`src/rtl/mix_columns_seq_if.sv`:
```
// Handshake bundle for mix_columns_seq: input block channel and output result channel.
// When MIXCOL_BYPASS_EN is defined the input channel also carries the bypass flag.
interface mix_columns_seq_if;
  logic         in_valid;
  logic         in_ready;
  logic         inv;
  logic [127:0] data_in;
`ifdef MIXCOL_BYPASS_EN
  logic         bypass;
`endif
  logic         out_valid;
  logic         out_ready;
  logic [127:0] data_out;

  // Design side
  modport slave (
`ifdef MIXCOL_BYPASS_EN
    input  bypass,
`endif
    input  in_valid,
    input  inv,
    input  data_in,
    input  out_ready,
    output in_ready,
    output out_valid,
    output data_out
  );

  // Driver side
  modport master (
`ifdef MIXCOL_BYPASS_EN
    output bypass,
`endif
    output in_valid,
    output inv,
    output data_in,
    output out_ready,
    input  in_ready,
    input  out_valid,
    input  data_out
  );
endinterface

```
`src/rtl/mix_columns_seq.sv`:
```
// Sequential AES MixColumns / InvMixColumns stage.
// Transforms COLS_PER_CYCLE columns per cycle in place inside the state register,
// so a block takes 4/COLS_PER_CYCLE BUSY cycles followed by one DONE cycle.
// Optional feature macro: MIXCOL_BYPASS_EN (adds a per-block bypass for the final round).
module mix_columns_seq #(
  parameter int unsigned COLS_PER_CYCLE = 1
) (
  input logic              clk,
  input logic              rst_n,
  mix_columns_seq_if.slave bus
);

  if (!(COLS_PER_CYCLE == 1 || COLS_PER_CYCLE == 2 || COLS_PER_CYCLE == 4)) begin : g_bad_cols
    $error("mix_columns_seq: COLS_PER_CYCLE must be 1, 2 or 4");
  end

  // Step of 4 wraps to 0 in two bits, which is exactly what COLS_PER_CYCLE=4 needs.
  localparam logic [1:0] ColStep = 2'(COLS_PER_CYCLE);
  localparam logic [1:0] LastIdx = 2'(4 - COLS_PER_CYCLE);

  typedef enum logic [1:0] {StIdle, StBusy, StDone} state_e;

  state_e       st_q, st_d;
  logic [127:0] state_q, state_d;
  logic [1:0]   col_idx_q, col_idx_d;
  logic         inv_q, inv_d;
  logic         out_valid_q, out_valid_d;
  logic         accept;
  logic         in_ready;
  logic         skip;

  // Multiply by 02 in GF(2^8) modulo 0x11B.
  function automatic logic [7:0] xtime(input logic [7:0] b);
    return {b[6:0], 1'b0} ^ (b[7] ? 8'h1b : 8'h00);
  endfunction

  // One column through the forward or inverse matrix; row 0 is the most significant byte.
  function automatic logic [31:0] mix_col(input logic [31:0] col, input logic inv_sel);
    logic [7:0]  a  [4];
    logic [7:0]  x2 [4];
    logic [7:0]  x4 [4];
    logic [7:0]  x8 [4];
    logic [31:0] res;
    int          r1, r2, r3;
    for (int r = 0; r < 4; r++) begin
      a[r]  = col[31-8*r -: 8];
      x2[r] = xtime(a[r]);
      x4[r] = xtime(x2[r]);
      x8[r] = xtime(x4[r]);
    end
    res = '0;
    for (int r = 0; r < 4; r++) begin
      r1 = (r + 1) % 4;
      r2 = (r + 2) % 4;
      r3 = (r + 3) % 4;
      if (!inv_sel) begin
        // 02*a_r ^ 03*a_r1 ^ a_r2 ^ a_r3
        res[31-8*r -: 8] = x2[r] ^ (x2[r1] ^ a[r1]) ^ a[r2] ^ a[r3];
      end else begin
        // 0e*a_r ^ 0b*a_r1 ^ 0d*a_r2 ^ 09*a_r3
        res[31-8*r -: 8] = (x8[r] ^ x4[r] ^ x2[r])
                         ^ (x8[r1] ^ x2[r1] ^ a[r1])
                         ^ (x8[r2] ^ x4[r2] ^ a[r2])
                         ^ (x8[r3] ^ a[r3]);
      end
    end
    return res;
  endfunction

`ifdef MIXCOL_BYPASS_EN
  logic byp_q, byp_d;
  assign skip = byp_q;
`else
  assign skip = 1'b0;
`endif

  // DONE hands in_ready straight through from out_ready so a new block can overlap the output.
  assign in_ready      = (st_q == StIdle) || ((st_q == StDone) && bus.out_ready);
  assign accept        = bus.in_valid && in_ready;
  assign bus.in_ready  = in_ready;
  assign bus.out_valid = out_valid_q;
  assign bus.data_out  = state_q;

  // Next-state: FSM sequencing, block load, and in-place column group transform.
  always_comb begin
    logic [1:0] idx;
    int         base;
    st_d      = st_q;
    state_d   = state_q;
    col_idx_d = col_idx_q;
    inv_d     = inv_q;
`ifdef MIXCOL_BYPASS_EN
    byp_d     = byp_q;
`endif
    idx       = '0;
    base      = 0;

    unique case (st_q)
      StIdle, StDone: begin
        if (accept) begin
          st_d      = StBusy;
          state_d   = bus.data_in;
          inv_d     = bus.inv;
          col_idx_d = '0;
`ifdef MIXCOL_BYPASS_EN
          byp_d     = bus.bypass;
`endif
        end else if (st_q == StDone && bus.out_ready) begin
          st_d = StIdle;
        end
      end
      StBusy: begin
        if (skip) begin
          st_d = StDone;
        end else begin
          for (int g = 0; g < int'(COLS_PER_CYCLE); g++) begin
            idx  = col_idx_q + 2'(g);
            base = 127 - 32 * int'(idx);
            state_d[base -: 32] = mix_col(state_q[base -: 32], inv_q);
          end
          col_idx_d = col_idx_q + ColStep;
          if (col_idx_q == LastIdx) begin
            st_d = StDone;
          end
        end
      end
      default: st_d = StIdle;
    endcase

    out_valid_d = (st_d == StDone);
  end

  // State register; reset discards any partial block and clears the visible result.
  always_ff @(posedge clk or negedge rst_n) begin
    if (!rst_n) begin
      st_q        <= StIdle;
      state_q     <= '0;
      col_idx_q   <= '0;
      inv_q       <= 1'b0;
      out_valid_q <= 1'b0;
`ifdef MIXCOL_BYPASS_EN
      byp_q       <= 1'b0;
`endif
    end else begin
      st_q        <= st_d;
      state_q     <= state_d;
      col_idx_q   <= col_idx_d;
      inv_q       <= inv_d;
      out_valid_q <= out_valid_d;
`ifdef MIXCOL_BYPASS_EN
      byp_q       <= byp_d;
`endif
    end
  end

endmodule

```
`src/flat_wrapper.sv`:
```
// flat-port wrapper written by rule: the top's interface ports become plain ports
module mix_columns_seq_flat 
#(
  parameter int unsigned COLS_PER_CYCLE = 1
)
  (clk, rst_n, bus_in_valid, bus_inv, bus_data_in, bus_out_ready, bus_in_ready, bus_out_valid, bus_data_out);
  mix_columns_seq_if bus_i ();
  input logic clk;
  input logic rst_n;
  input wire logic [$bits(bus_i.in_valid)-1:0] bus_in_valid;
  input wire logic [$bits(bus_i.inv)-1:0] bus_inv;
  input wire logic [$bits(bus_i.data_in)-1:0] bus_data_in;
  input wire logic [$bits(bus_i.out_ready)-1:0] bus_out_ready;
  output wire logic [$bits(bus_i.in_ready)-1:0] bus_in_ready;
  output wire logic [$bits(bus_i.out_valid)-1:0] bus_out_valid;
  output wire logic [$bits(bus_i.data_out)-1:0] bus_data_out;
  assign bus_i.in_valid = bus_in_valid;
  assign bus_i.inv = bus_inv;
  assign bus_i.data_in = bus_data_in;
  assign bus_i.out_ready = bus_out_ready;
  assign bus_in_ready = bus_i.in_ready;
  assign bus_out_valid = bus_i.out_valid;
  assign bus_data_out = bus_i.data_out;
  mix_columns_seq #(.COLS_PER_CYCLE(COLS_PER_CYCLE)) u_core (.clk(clk), .rst_n(rst_n), .bus(bus_i));
endmodule
```
`config.mk`:
```
export PLATFORM = sky130hd
export DESIGN_NAME = mix_columns_seq_flat
export DESIGN_NICKNAME = d
export VERILOG_FILES = /design/src/rtl/mix_columns_seq_if.sv /design/src/rtl/mix_columns_seq.sv /design/src/flat_wrapper.sv
export SDC_FILE = /design/constraint.sdc
export NUM_CORES = 1
export LEC_CHECK = 0
export BUFFER_PORTS_ARGS = -buffer_cell sky130_fd_sc_hd__buf_2
export CAP_MARGIN = 20
export CORE_ASPECT_RATIO = 1.4
export CORE_MARGIN = 2
export CORE_UTILIZATION = 35
export DETAILED_ROUTE_END_ITERATION = 6
export GPL_ROUTABILITY_DRIVEN = 0
export REMOVE_ABC_BUFFERS = 1
export SYNTH_ARGS = -nofsm -noshare
export SYNTH_HDL_FRONTEND = slang
export SYNTH_SLANG_ARGS = --single-unit
```
`constraint.sdc`:
```
create_clock -name clk -period 4.1 [get_ports clk]
set_input_delay 0.205 -clock clk [delete_from_list [all_inputs] [get_ports clk]]
set_output_delay 0.205 -clock clk [all_outputs]
set_load 0.03 [all_outputs]
```
==> flow_summary.yaml <==
finish:
  final_cell_mix: "buf_2 (261), xnor2_1 (133), dfrtp_1 (132), nor2_1 (97), o21ai_0 (79)"
  nets: 1365
  area_growth_pct: 24.7
  layout-drive-gt1-share_pct: 32.1
  layout_commonest_cell: "buf_2"
  fillers: 2786
  fin_cells: 1611
  n_antenna_cell: 0
  multi_input_area_mm2: 0.00619
  seq_area_mm2: 0.00336
  final_core_util_pct: 44.5
logic_synthesis:
  synth_top_family_by_area: "XOR/XNOR gates"
  syn_inst: 985
  yosysSeqAreaShare_pct: 33.9
  synthFlopType: "dfrtp_1"
  synth-simple-area-share_pct: 8.97
  synth-xor-area-share_pct: 27.3
  synth_enable_flop_cells: 0
  mappedNetlistArea_mm2: 0.00990
  synthMuxAreaShare_pct: 8.00
  synth_warnings: 0
  async_flop_share_pct: 100
  ys_ff_latch: 134
  synth.distinct_cells: 45
  synth_top_area_share_pct: 33.9
  syn_area_per_cell_um2: 10.1
  synth_area_leaders: "dfrtp_1 (34%), xnor2_1 (12%), mux4_2 (7.3%), xnor3_1 (6.6%), xor2_1 (4.7%)"
  synth_compound_area_share_pct: 17.3
  yosysTopAreaCell: "dfrtp_1"
  synth_fa_ha_area_share_pct: 0.505
timing:
  fin_worst_skew_ns: 0.00875
  rsz0062_at_grt: "false"
  max_freq_mhz: 262
  worst_pin_slew_ns: 0.869
  maxSlewHeadroom_pct: 42.0
  hold_viol_final: 0
  setup-tns-final_ns: 0
  fin_crit_sh_pct: 93.0
  drv_slew: 0
  min_period_ns: 3.81
  setup_viol: 0
  timing.final.ws_setup_ns: 0.286
grt:
  grt_pass1_wl_um: 53900
  grt_max_degree: 101
  grt_pass1_vias: 8905
  grt_overflow: 0
  antenna_found_initial: 0
  track_usage_pct: 24.1
drt:
  num_vias: 8664
  ant_nets: 0
  wl_per_cell_um: 22.4
  dr.pass1.iters: 5
  drc: 0
  drtIter0Drc: 538
  wl_um: 36100
  vias_per_cell: 5.38
clock_network:
  cts_resized: 0
  path_clk_slew_ns: 0.06
  cts_tree: "built"
  cts_setup_buffers: 0
  htreeDepth: 4
  clk_latency_ns: 0.43
  numCtsBuffers: 17
  cts_hold_repair.buffers: 3
  clock_path_buffers: 2
  cts-root-buf: "clkbuf_16"
  cts.sinks: 134
critical_path:
  critPathArrivalTime_ns: 4.14
  crit_path_frequent_cell: "xnor3_1"
  crit_path_end_kind: "flip-flop"
  path_cells: "mux4_2 > xnor2_1 > xnor3_1 > xor2_1 > xnor3_1 > a21oi_2 > o21ai_1 > o21a_1"
  cp_max_fo: 22
  startpoint_type: "flip-flop"
  crit_type: "flip-flop to flip-flop"
  max_stage_delay_ns: 0.80
  critical_path.slowest_cell: "dfrtp_2"
  required_ns: 4.42
flow_run:
  maxCapViolations: 0
place:
  place_ws_ns: 0.272
  port_buffers: 262
  place_inst: 1575
  dpl.hpwl_um: 27100
floorplan:
  core_mm2: 0.0277
  fp.dieW_um: 146
  die_area_mm2: 0.0297
  start_util_pct: 35.7
  die_h_um: 203
  ioPinCount: 263
  rows: 72
status:
  status: "finished, final reports clean"
worst_hold_path:
  worst_hold_path_type: "input pin to flip-flop"
==> sequential cells by signal, summed over array words and instances, names as in the netlist <==
register and cells:
u_core.st_q 2, u_core.bus.data_out 128, u_core.col_idx_q 2, u_core.inv_q 1, u_core.bus.out_valid 1
==> synthesized netlist by cell type (2+ instances only) <==
library cell and number:
dfrtp_1 134, xnor2_1 133, nor2_1 97, o21ai_0 79
nand2_1 65, a21oi_1 60, clkbuf_1 56, xor2_1 53
o21ai_1 36, a221oi_1 33, mux4_2 32, a2bb2oi_1 29
xnor3_1 29, and3_1 27, o21a_1 22, buf_2 17
xnor2_2 11, buf_4 7, mux2i_1 6, nor3_1 6
a21boi_1 5, xor3_1 5, ha_1 4, nand4_1 4
a21oi_2 3, buf_6 3, nand3_1 3, o211ai_1 3
xnor2_4 3, a21boi_0 2, inv_1 2, nand2b_1 2
nor2b_1 2
==> stage by stage <==
stage,hold slack [ns],instance area (um2)
after global placement,0.253,11700
final,0.0360,12300
after detailed placement,0.251,11700
after floorplan,-0.0906,9510
after global routing,0.0468,12300
after CTS,0.0191,12300
==> cell families (layout without fill, tap and decap cells) <==
family / Yosys count / count (layout)
compound gates: 276 / 276
xor+xnor: 236 / 236
fa+ha+maj: 4 / 4
buf+inv: 88 / 344
flops: 134 / 134
mux: 39 / 39
simple gates: 208 / 208
==> layer usage <==
metal / share of wire, % / up-vias / wire length [um] / track usage (%)
met5: 0 / - / 0 / 0
met4: 4.2 / 0 / 1510 / 11.8
met3: 5.0 / 76 / 1810 / 3.57
met2: 52 / 360 / 18900 / 43.3
met1: 39 / 4262 / 13900 / 28.0
li1: - / 3966 / - / -
==> layout make-up <==
class                   count  area share [%]
flip-flops and latches    134            27.2
multi-input cells         763            50.1
repair buffers            309            14.0
well taps                 370            3.75
inverters                   3          0.0912
clock buffers              17            3.45
clock inverters            15            1.45
==> path summary, 6_finish.rpt <==
kind                                         start                 endpoint  slack (ns)  cells after the start
setup / recovery               u_core.col_idx_q[1]  u_core.bus.data_out[20]        0.29                      8
hold / removal                     bus_data_in[80]  u_core.bus.data_out[80]        0.04                      3
max in group asynchronous                    rst_n  u_core.bus.data_out[92]        2.82                      3
hold reg to reg            u_core.bus.data_out[70]  u_core.bus.data_out[70]        0.51                      2
min in group asynchronous                    rst_n  u_core.bus.data_out[85]        0.34                      2
setup reg to reg               u_core.col_idx_q[1]  u_core.bus.data_out[20]        0.29                      8
==> critical path, delay by kind of cell (launching register included) <==
family          cells  cell delay (ns)
mux                 1             0.61
xor+xnor            4             1.78
compound gates      3             0.50
flops               1             0.80
Power is left out: the tool's default activity adds up to more than one toggle a clock period on the data nets, which glitch-free logic cannot reach.
